===== src/rtl/arith_pkg.sv =====
// Shared arithmetic-datapath definitions: divider FSM states, default width
// and the width of the iteration counter.
package arith_pkg;

  localparam int DIV_WIDTH = 16;

  typedef enum logic [2:0] {
    ST_IDLE = 3'd0,
    ST_LDM  = 3'd1,
    ST_PREP = 3'd2,
    ST_ITER = 3'd3,
    ST_FIX  = 3'd4,
    ST_DONE = 3'd5
  } div_state_t;

  // The counter must hold the value WIDTH itself, hence one extra bit.
  function automatic int div_cnt_width(input int width);
    return $clog2(width) + 1;
  endfunction

endpackage


===== src/rtl/divider_controller.sv =====
// Sequencing FSM for the restoring divider: turns start/zero/count status
// into one-cycle datapath strobes and drives busy/done.
module divider_controller
  import arith_pkg::*;
(
  input  logic clk,
  input  logic clr_n,
  input  logic start,
  input  logic div_zero,
  input  logic count_last,
  output logic load_op,
  output logic load_divisor,
  output logic prep,
  output logic step,
  output logic fix,
  output logic busy,
  output logic done
);

  div_state_t state_reg;
  div_state_t state_next;

  // State register; reset returns to IDLE from anywhere.
  always_ff @(posedge clk) begin
    if (!clr_n) begin
      state_reg <= ST_IDLE;
    end else begin
      state_reg <= state_next;
    end
  end

  // Next-state logic; a zero divisor bypasses the iteration and sign fix.
  always_comb begin
    state_next = state_reg;
    case (state_reg)
      ST_IDLE: if (start) state_next = ST_LDM;
      ST_LDM:  state_next = ST_PREP;
      ST_PREP: state_next = div_zero ? ST_DONE : ST_ITER;
      ST_ITER: if (count_last) state_next = ST_FIX;
      ST_FIX:  state_next = ST_DONE;
      ST_DONE: state_next = ST_IDLE;
      default: state_next = ST_IDLE;
    endcase
  end

  assign load_op      = (state_reg == ST_IDLE) && start;
  assign load_divisor = (state_reg == ST_LDM);
  assign prep         = (state_reg == ST_PREP);
  assign step         = (state_reg == ST_ITER);
  assign fix          = (state_reg == ST_FIX);
  assign done         = (state_reg == ST_DONE);
  assign busy         = (state_reg != ST_IDLE);

endmodule


===== src/rtl/restoring_divider.sv =====
// Sequential restoring divider, signed or unsigned, one quotient bit per
// cycle. Dividend then divisor arrive on data_in in consecutive cycles;
// results are held until the next operation overwrites them.
module restoring_divider
  import arith_pkg::*;
#(
  parameter int WIDTH = DIV_WIDTH
) (
  input  logic             clk,
  input  logic             clr_n,
  input  logic             start,
  input  logic             signed_op,
  input  logic [WIDTH-1:0] data_in,
  output logic             busy,
  output logic             done,
  output logic             div_by_zero,
  output logic [WIDTH-1:0] quotient,
  output logic [WIDTH-1:0] remainder
);

  localparam int CNT_W = div_cnt_width(WIDTH);

  logic [WIDTH:0]   a_reg;
  logic [WIDTH-1:0] q_reg;
  logic [WIDTH-1:0] m_reg;
  logic [CNT_W-1:0] cnt_reg;
  logic             signed_reg;
  logic             q_neg_reg;
  logic             r_neg_reg;
  logic [WIDTH-1:0] quot_reg;
  logic [WIDTH-1:0] rem_reg;
  logic             dbz_reg;

  logic             load_op;
  logic             load_divisor;
  logic             prep;
  logic             step;
  logic             fix;
  logic             div_zero;
  logic             count_last;
  logic             dividend_neg;
  logic             divisor_neg;
  logic [WIDTH+1:0] a_shift;
  logic [WIDTH+1:0] diff;

  divider_controller u_ctrl (
    .clk          (clk),
    .clr_n        (clr_n),
    .start        (start),
    .div_zero     (div_zero),
    .count_last   (count_last),
    .load_op      (load_op),
    .load_divisor (load_divisor),
    .prep         (prep),
    .step         (step),
    .fix          (fix),
    .busy         (busy),
    .done         (done)
  );

  // Operand signs only matter in signed mode; in unsigned mode the MSB is data.
  assign dividend_neg = signed_reg && q_reg[WIDTH-1];
  assign divisor_neg  = signed_reg && m_reg[WIDTH-1];
  assign div_zero     = (m_reg == '0);
  assign count_last   = (cnt_reg == CNT_W'(1));

  // Shifted partial remainder and trial subtraction; two guard bits keep the
  // sign of the difference exact even when A reaches its widest value.
  assign a_shift = {a_reg, q_reg[WIDTH-1]};
  assign diff    = a_shift - {2'b00, m_reg};

  // Operand capture, magnitude preparation and the restoring iteration.
  always_ff @(posedge clk) begin
    if (!clr_n) begin
      a_reg      <= '0;
      q_reg      <= '0;
      m_reg      <= '0;
      cnt_reg    <= '0;
      signed_reg <= 1'b0;
      q_neg_reg  <= 1'b0;
      r_neg_reg  <= 1'b0;
    end else begin
      if (load_op) begin
        q_reg      <= data_in;
        signed_reg <= signed_op;
      end
      if (load_divisor) begin
        m_reg <= data_in;
      end
      if (prep && !div_zero) begin
        a_reg     <= '0;
        q_reg     <= dividend_neg ? -q_reg : q_reg;
        m_reg     <= divisor_neg ? -m_reg : m_reg;
        cnt_reg   <= CNT_W'(WIDTH);
        q_neg_reg <= dividend_neg ^ divisor_neg;
        r_neg_reg <= dividend_neg;
      end
      if (step) begin
        // Negative difference: keep the shifted A (restore), quotient bit 0.
        a_reg   <= diff[WIDTH+1] ? a_shift[WIDTH:0] : diff[WIDTH:0];
        q_reg   <= {q_reg[WIDTH-2:0], ~diff[WIDTH+1]};
        cnt_reg <= cnt_reg - CNT_W'(1);
      end
    end
  end

  // Visible results: written only by the sign fix or the zero-divisor path,
  // so a partially computed value never reaches the outputs.
  always_ff @(posedge clk) begin
    if (!clr_n) begin
      quot_reg <= '0;
      rem_reg  <= '0;
      dbz_reg  <= 1'b0;
    end else begin
      if (load_op) begin
        dbz_reg <= 1'b0;
      end
      if (prep && div_zero) begin
        quot_reg <= '1;
        rem_reg  <= q_reg;
        dbz_reg  <= 1'b1;
      end
      if (fix) begin
        quot_reg <= q_neg_reg ? -q_reg : q_reg;
        rem_reg  <= r_neg_reg ? -a_reg[WIDTH-1:0] : a_reg[WIDTH-1:0];
      end
    end
  end

  assign quotient    = quot_reg;
  assign remainder   = rem_reg;
  assign div_by_zero = dbz_reg;

endmodule


===== config.mk =====
export PLATFORM = sky130hd
export DESIGN_NAME = restoring_divider
export DESIGN_NICKNAME = d
export VERILOG_FILES = /design/src/rtl/arith_pkg.sv /design/src/rtl/divider_controller.sv /design/src/rtl/restoring_divider.sv
export SDC_FILE = /design/constraint.sdc
export NUM_CORES = 1
export LEC_CHECK = 0
export BUFFER_PORTS_ARGS = -buffer_cell sky130_fd_sc_hd__buf_4
export CORE_MARGIN = 2
export CORE_UTILIZATION = 40
export CTS_CLUSTER_SIZE = 14
export DETAILED_ROUTE_END_ITERATION = 8
export PLACE_DENSITY = 0.61
export SLEW_MARGIN = 20
export SYNTH_ARGS = -nofsm -noshare
export SYNTH_HDL_FRONTEND = slang
export SYNTH_HIERARCHICAL = 1
export SYNTH_SLANG_ARGS = --single-unit

===== constraint.sdc =====
create_clock -name clk -period 3.05 [get_ports clk]
set_clock_uncertainty 0.15 [all_clocks]
set_input_delay 0.1525 -clock clk [delete_from_list [all_inputs] [get_ports clk]]
set_output_delay 0.1525 -clock clk [all_outputs]
set_load 0.005 [all_outputs]

-- Yosys cells after proc, flatten, opt, wreduce, memory -nomap -nowiden
Cells that the tools add are included.
- memories kept: 0
- output and inout port bits: 35
- logic and storage cells: 69
- input bits: 20
- register bits after elaboration: 93
- bits in writable memories: 0
- bits in latches: 0
- ROM bits: 0
- reduce and logical (&&, ||, !) cells: 17
- muxes and demuxes: 24
- magnitude comparators: 0
- multiply operators: 0
- bitwise logic cells: 2
- add/subtract/negate cells: 5
- shift operators: 0
- equal/unequal tests: 10
- divide/modulo/power cells: 0
- operators with widths (cell ; number):
    2-to-1 mux 16 bit ; 13
    2-to-1 mux 17 bit ; 3
    negator 16 bit ; 3
    subtractor 18 x 16 -> 18 bit ; 1
    zero test 16 bit ; 1
    case mux 3 bit (5 select lines) ; 1
    2-to-1 mux 5 bit ; 2
    2-to-1 mux 3 bit ; 3
    nonzero test 2 bit ; 4
    == test 3 x 2 -> 1 bit, second input constant ; 2
    == test 3 bit, second input constant ; 2
    AND reduction 2 bit ; 3
    nonzero test 3 bit ; 2
    == test 5 x 1 -> 1 bit, second input constant ; 1
    logical AND 1 bit ; 5
    subtractor 5 x 1 -> 5 bit, second input constant ; 1
    inequality test 2 bit, second input constant ; 2
    == test 3 x 1 -> 1 bit, second input constant ; 1
    zero test 3 bit ; 1
    inequality test 3 bit, second input constant ; 1
    2-to-1 mux 1 bit ; 2
    inequality test 2 x 1 -> 1 bit, second input constant ; 1
    zero test 1 bit ; 1
    NOT 1 bit ; 1
    XOR 1 bit ; 1

-- Depth between registers and ports, before layout
- depth in word-level cells: 5
- gate-level depth with buffers: 11
- gate-level depth less buffers: 11

-- By module
Netlist, hierarchy kept.
- modules (own cells, without submodules) (module ; times used ; cells each ; area an instance (µm²) ; seq. area each (µm²)):
    restoring_divider ; 1 ; 754 ; 5901.9 ; 1801.7
    divider_controller ; 1 ; 27 ; 237.7 ; 60.1

-- Least setup slack after synthesis
No wires, ideal clock.
- kind: reg2reg
- start point: register q_reg[15]
- end point: register a_reg[16]
- clock period less this slack: 2908 ps
- setup slack: 142 ps
- buffers on the path: 0
- cell stages (with the launch flop): 12
- library setup time: 62 ps
- required time: 2838 ps
- data arrival time: 2696 ps
- cells stage by stage: dfxtp_1 inv_1 ha_1 inv_1 fa_1 a21o_1 a221oi_1 o21ai_0 a211oi_1 o311ai_0 o311a_1 nand3_1
- cells in the longest elaborated chain, start to end: 3
- RTL lines (item ; RTL line ; text):
    start, declared ; restoring_divider.sv:24 ; logic [WIDTH-1:0] q_reg;
    start signal, assigned ; restoring_divider.sv:84 ; q_reg <= data_in;
    start signal, assigned ; restoring_divider.sv:92 ; q_reg <= dividend_neg ? -q_reg : q_reg;
    start signal, assigned ; restoring_divider.sv:101 ; q_reg <= {q_reg[WIDTH-2:0], ~diff[WIDTH+1]};
    subtractor 18 x 16 -> 18 bit ; restoring_divider.sv:70 ; assign diff = a_shift - {2'b00, m_reg};
    2-to-1 mux 17 bit ; restoring_divider.sv:100 ; a_reg <= diff[WIDTH+1] ? a_shift[WIDTH:0] : diff[WIDTH:0];
    2-to-1 mux 17 bit ; restoring_divider.sv:98 ; if (step) begin
    end signal, assigned ; restoring_divider.sv:100 ;
    end, declared ; restoring_divider.sv:23 ; logic [WIDTH:0] a_reg;
No other way between the ends.
A chain may end at the register's enable or synchronous reset.

-- Worst setup path in the final report
- start point: register m_reg[9]
- end point: register a_reg[2]
- cells in the longest elaborated chain, start to end: 4
- elaborated cells on any way between the ends: 7
- classes of those cells: add/sub: 1; mux: 2; reduce/logical: 4
- RTL lines (item ; RTL line ; text):
    start, declared ; restoring_divider.sv:25 ; logic [WIDTH-1:0] m_reg;
    start signal, assigned ; restoring_divider.sv:88 ; m_reg <= data_in;
    start signal, assigned ; restoring_divider.sv:93 ; m_reg <= divisor_neg ? -m_reg : m_reg;
    branches (longest 4 deep; another with subtractor 18 x 16 -> 18 bit) ; -- ;
Several ways; the timed one is not identified.

==> results by group <==
Run status
  – Status: completed

Clocking
  – Worst-path clk slew: 70 ps
  – H-tree Lvls: 3
  – CTS tree: done
  – Inserted Clock Buffers: 9
  – Later-pin clock latency in the skew report: 350 ps
  – CTS Buffer Depth: 2
  – CTS Sinks: 93
  – Clock root cell: clkbuf_16

Route
  – Routed WL: 19,000 um
  – Top sig layer: met4
  – Met2 wire length: 8320 um
  – Drt pass-1 iters: 5
  – Met1 WL: 9140 um
  – Via density: 5.90
  – DRT antenna net count: 0
  – Vias post-DR: 6,116
  – DRC: 0
  – Routed len/inst: 18.3 um
  – Routed wl met3: 935 um
  – Drt first-iter violations: 714

Worst setup path
  – Setup crit start kind: flip-flop
  – Crit end category: flip-flop
  – Arrival time at the worst endpoint: 3010 ps
  – CP max FO: 15
  – Crit Path Class: flip-flop to flip-flop
  – Origin of the critical flop-to-flop path: m_reg[9]$_SDFFE_PN0P_
  – Crit path required time: 3150 ps
  – Worst reg-to-reg setup slack: 130 ps
  – FF-to-FF End: a_reg[2]$_SDFFE_PN0P_
  – R2R depth: 11

Place
  – Port Buffers: 54
  – Gpl congestion: 0.864
  – Placed inst area: 6900 sq um
  – Place WS: -56.7 ps
  – Dpl hpwl: 14,100 um

Die
  – Core area: 15,100 sq um
  – Die width: 128 um
  – Die area: 16,400 sq um
  – Rows: 45
  – Initial Utilization: 40.7%
  – Die Span Y: 128 um
  – Io pins: 55

Timing
  – FMAX: 343 MHz
  – Final Hold Vio Count: 0
  – Slew Limit Fails: 0
  – Worst setup margin: 134 ps
  – Slew @ Worst Pin: 680 ps
  – Final setup vio count: 0
  – Fin crit share: 95.6%
  – Slew HR: 54.6%
  – WHS: 30.9 ps
  – Period minus WS final: 2920 ps

Yosys
  – Async SR Flop Fraction: 0%
  – Predominant post-synthesis flop cell: dfxtp_1
  – Sequential area share after synthesis: 30.3%
  – Synth top area cells: dfxtp_1 (30%), a21oi_1 (5.4%), a211oi_1 (5.0%)
  – Post-synth EDFFs: 0
  – Mapped Nets: 823
  – Share of the synthesized area in the top cell type: 30.3%
  – Cells after synthesis: 781
  – Yosys warnings: 6
  – Synth Register Bits: 93
  – Synthesized area per cell: 7.86 sq um
  – Mapped Area: 6140 sq um
  – Synth cell types: 74
  – Cell taking the most area after synthesis: dfxtp_1

Finish
  – Fin util: 48.9%
  – # fillers: 1,468
  – Nets: 885
  – Syn-to-layout area delta: 20.1%
  – Register area: 1860 sq um
  – # diodes: 0
  – Multi-input logic area: 3900 sq um
  – Cell area after layout: 7370 sq um
  – Max reg flops: 17
  – Layout cells sized above 1: 17.6%

Worst hold path
  – Hold WC Path Type: input port to flip-flop
  – Hold EP: m_reg[8]$_SDFFE_PN0P_
  – Hold_sp: data_in[8]
  – Hold depth: 3

Pwr
  – Seq pwr share: 28.6%
  – Clock group share of total power: 24.5%
  – Internal: 3.31 mW
  – Pwr Total: 5.36 mW
  – Worst IR Drop VDD: 0.312 mV
  – Switching share of power: 38.3%
  – Power Dens Cells: 727 nW/um^2
  – Logic pwr share: 46.9%
  – Static Leakage: 2.92 nW
  – Sw power: 2.05 mW

GRT
  – Largest net degree at the start of global routing: 65
  – Initial antenna violation count: 0
  – Gr ovfl total: 0
  – Vias in the first global route: 5,570
  – GRT Overall Usage: 23.6%
  – First-pass GRT wire length: 30,300 um

Run
  – MaxCap Viol Count: 0
==> critical path, cell delays in order, from the launching register on <==
cell and delay, ps:
dfxtp_1 370, inv_1 110, ha_1 380, nand4_1 190
nor3_1 300, o21ai_2 150, o311ai_4 310, buf_12 170
xor2_2 180, buf_12 160, nand2_1 70, a32o_1 260
==> cell usage after synthesis (all sizes together), types with 7 or more instances <==
| cell type | count |
|---|---|
| nand2b | 11 |
| nor2 | 31 |
| xnor2 | 20 |
| nand3 | 38 |
| o31ai | 24 |
| nor2b | 7 |
| buf | 21 |
| o21ai | 42 |
| inv | 34 |
| nand2 | 82 |
| clkbuf | 42 |
| a21oi | 67 |
| xor2 | 31 |
| nor3 | 29 |
| a32oi | 11 |
| a211oi | 41 |
| and2 | 19 |
| o32ai | 11 |
| ha | 21 |
| and3 | 10 |
| dfxtp | 93 |
| a221oi | 7 |
==> stage by stage <==
stage	TNS (ps)	cells
final	0	1036
after global routing	-51.6	1036
after CTS	0	1030
after detailed placement	-84.9	1010
after global placement	-16.6	1010
after floorplan	0	781
==> area by class of cell <==
type                       count  share of cell area, %
multi-input combinational    590                   52.9
tap                          188                   3.19
timing repair buffer         114                   12.3
sequential                    93                   25.3
inverter                      35                   1.78
clock inverter                 4                   1.29
clock buffer                  12                   3.34
==> cells in the final DEF, fill, tap and decap left out, drive strengths merged, types with 5 or more instances in the layout <==
master,instances
xnor2,20
ha,21
and3,10
o211ai,6
a21o,6
o32ai,11
a211oi,41
nor2b,7
clkbuf,12
o31ai,24
nand3,38
nand2b,11
xor2,31
or4,6
a221oi,7
nor2,31
nor3b,5
and2,19
buf,111
a32oi,11
nand2,82
o21ai,42
dfxtp,93
a21oi,67
inv,34
nor3,29
or3,6
==> power by group through the flow <==
stage / clock network, mW / logic, mW / registers [mW]
final: 1.31 / 2.52 / 1.53
after global routing: 1.38 / 2.76 / 1.55
after CTS: 1.33 / 2.35 / 1.53
after detailed placement: 0 / 2.27 / 1.56
after global placement: 0 / 2.26 / 1.55
after floorplan: 0 / 1.61 / 1.48
==> per-layer routing <==
metal / vias up / GRT usage (%)
met5: - / 0
met1: 2891 / 33.3
met2: 199 / 36.5
met4: 0 / 9.24
li1: 2990 / -
met3: 36 / 3.38
==> cell families (layout without fill, tap and decap cells) <==
logic type	Yosys count	count (layout)	share of synthesized area, %
simple gates	261	261	21.8
mux	5	5	0.856
buf+inv	98	165	6.75
flops	93	93	30.3
fa+ha+maj	22	22	4.61
xor+xnor	51	51	7.52
compound gates	251	251	28.2
==> worst max path at each step <==
stage	startpoint	cells past startpoint	end	slack, ps
6_report	m_reg[9]$_SDFFE_PN0P_	11	a_reg[2]$_SDFFE_PN0P_	130
5_1_grt	m_reg[10]$_SDFFE_PN0P_	11	a_reg[4]$_SDFFE_PN0P_	-30
4_1_cts	m_reg[9]$_SDFFE_PN0P_	11	a_reg[2]$_SDFFE_PN0P_	30
3_5_place_dp	m_reg[2]$_SDFFE_PN0P_	9	a_reg[0]$_SDFFE_PN0P_	-60
3_3_place_gp	m_reg[12]$_SDFFE_PN0P_	9	a_reg[2]$_SDFFE_PN0P_	-10
2_1_floorplan	q_reg[15]$_SDFFE_PN0P_	11	a_reg[16]$_SDFFE_PN0P_	140
==> timing repair <==
item,CTS,global route
gates resized for setup,1,7
pin swaps,1,1
setup endpoints to repair,3,14
endpoints found under the hold margin,3,0
hold buffers,3,0
setup buffers,1,6
Note: power is estimated with default switching activity, not from simulation.
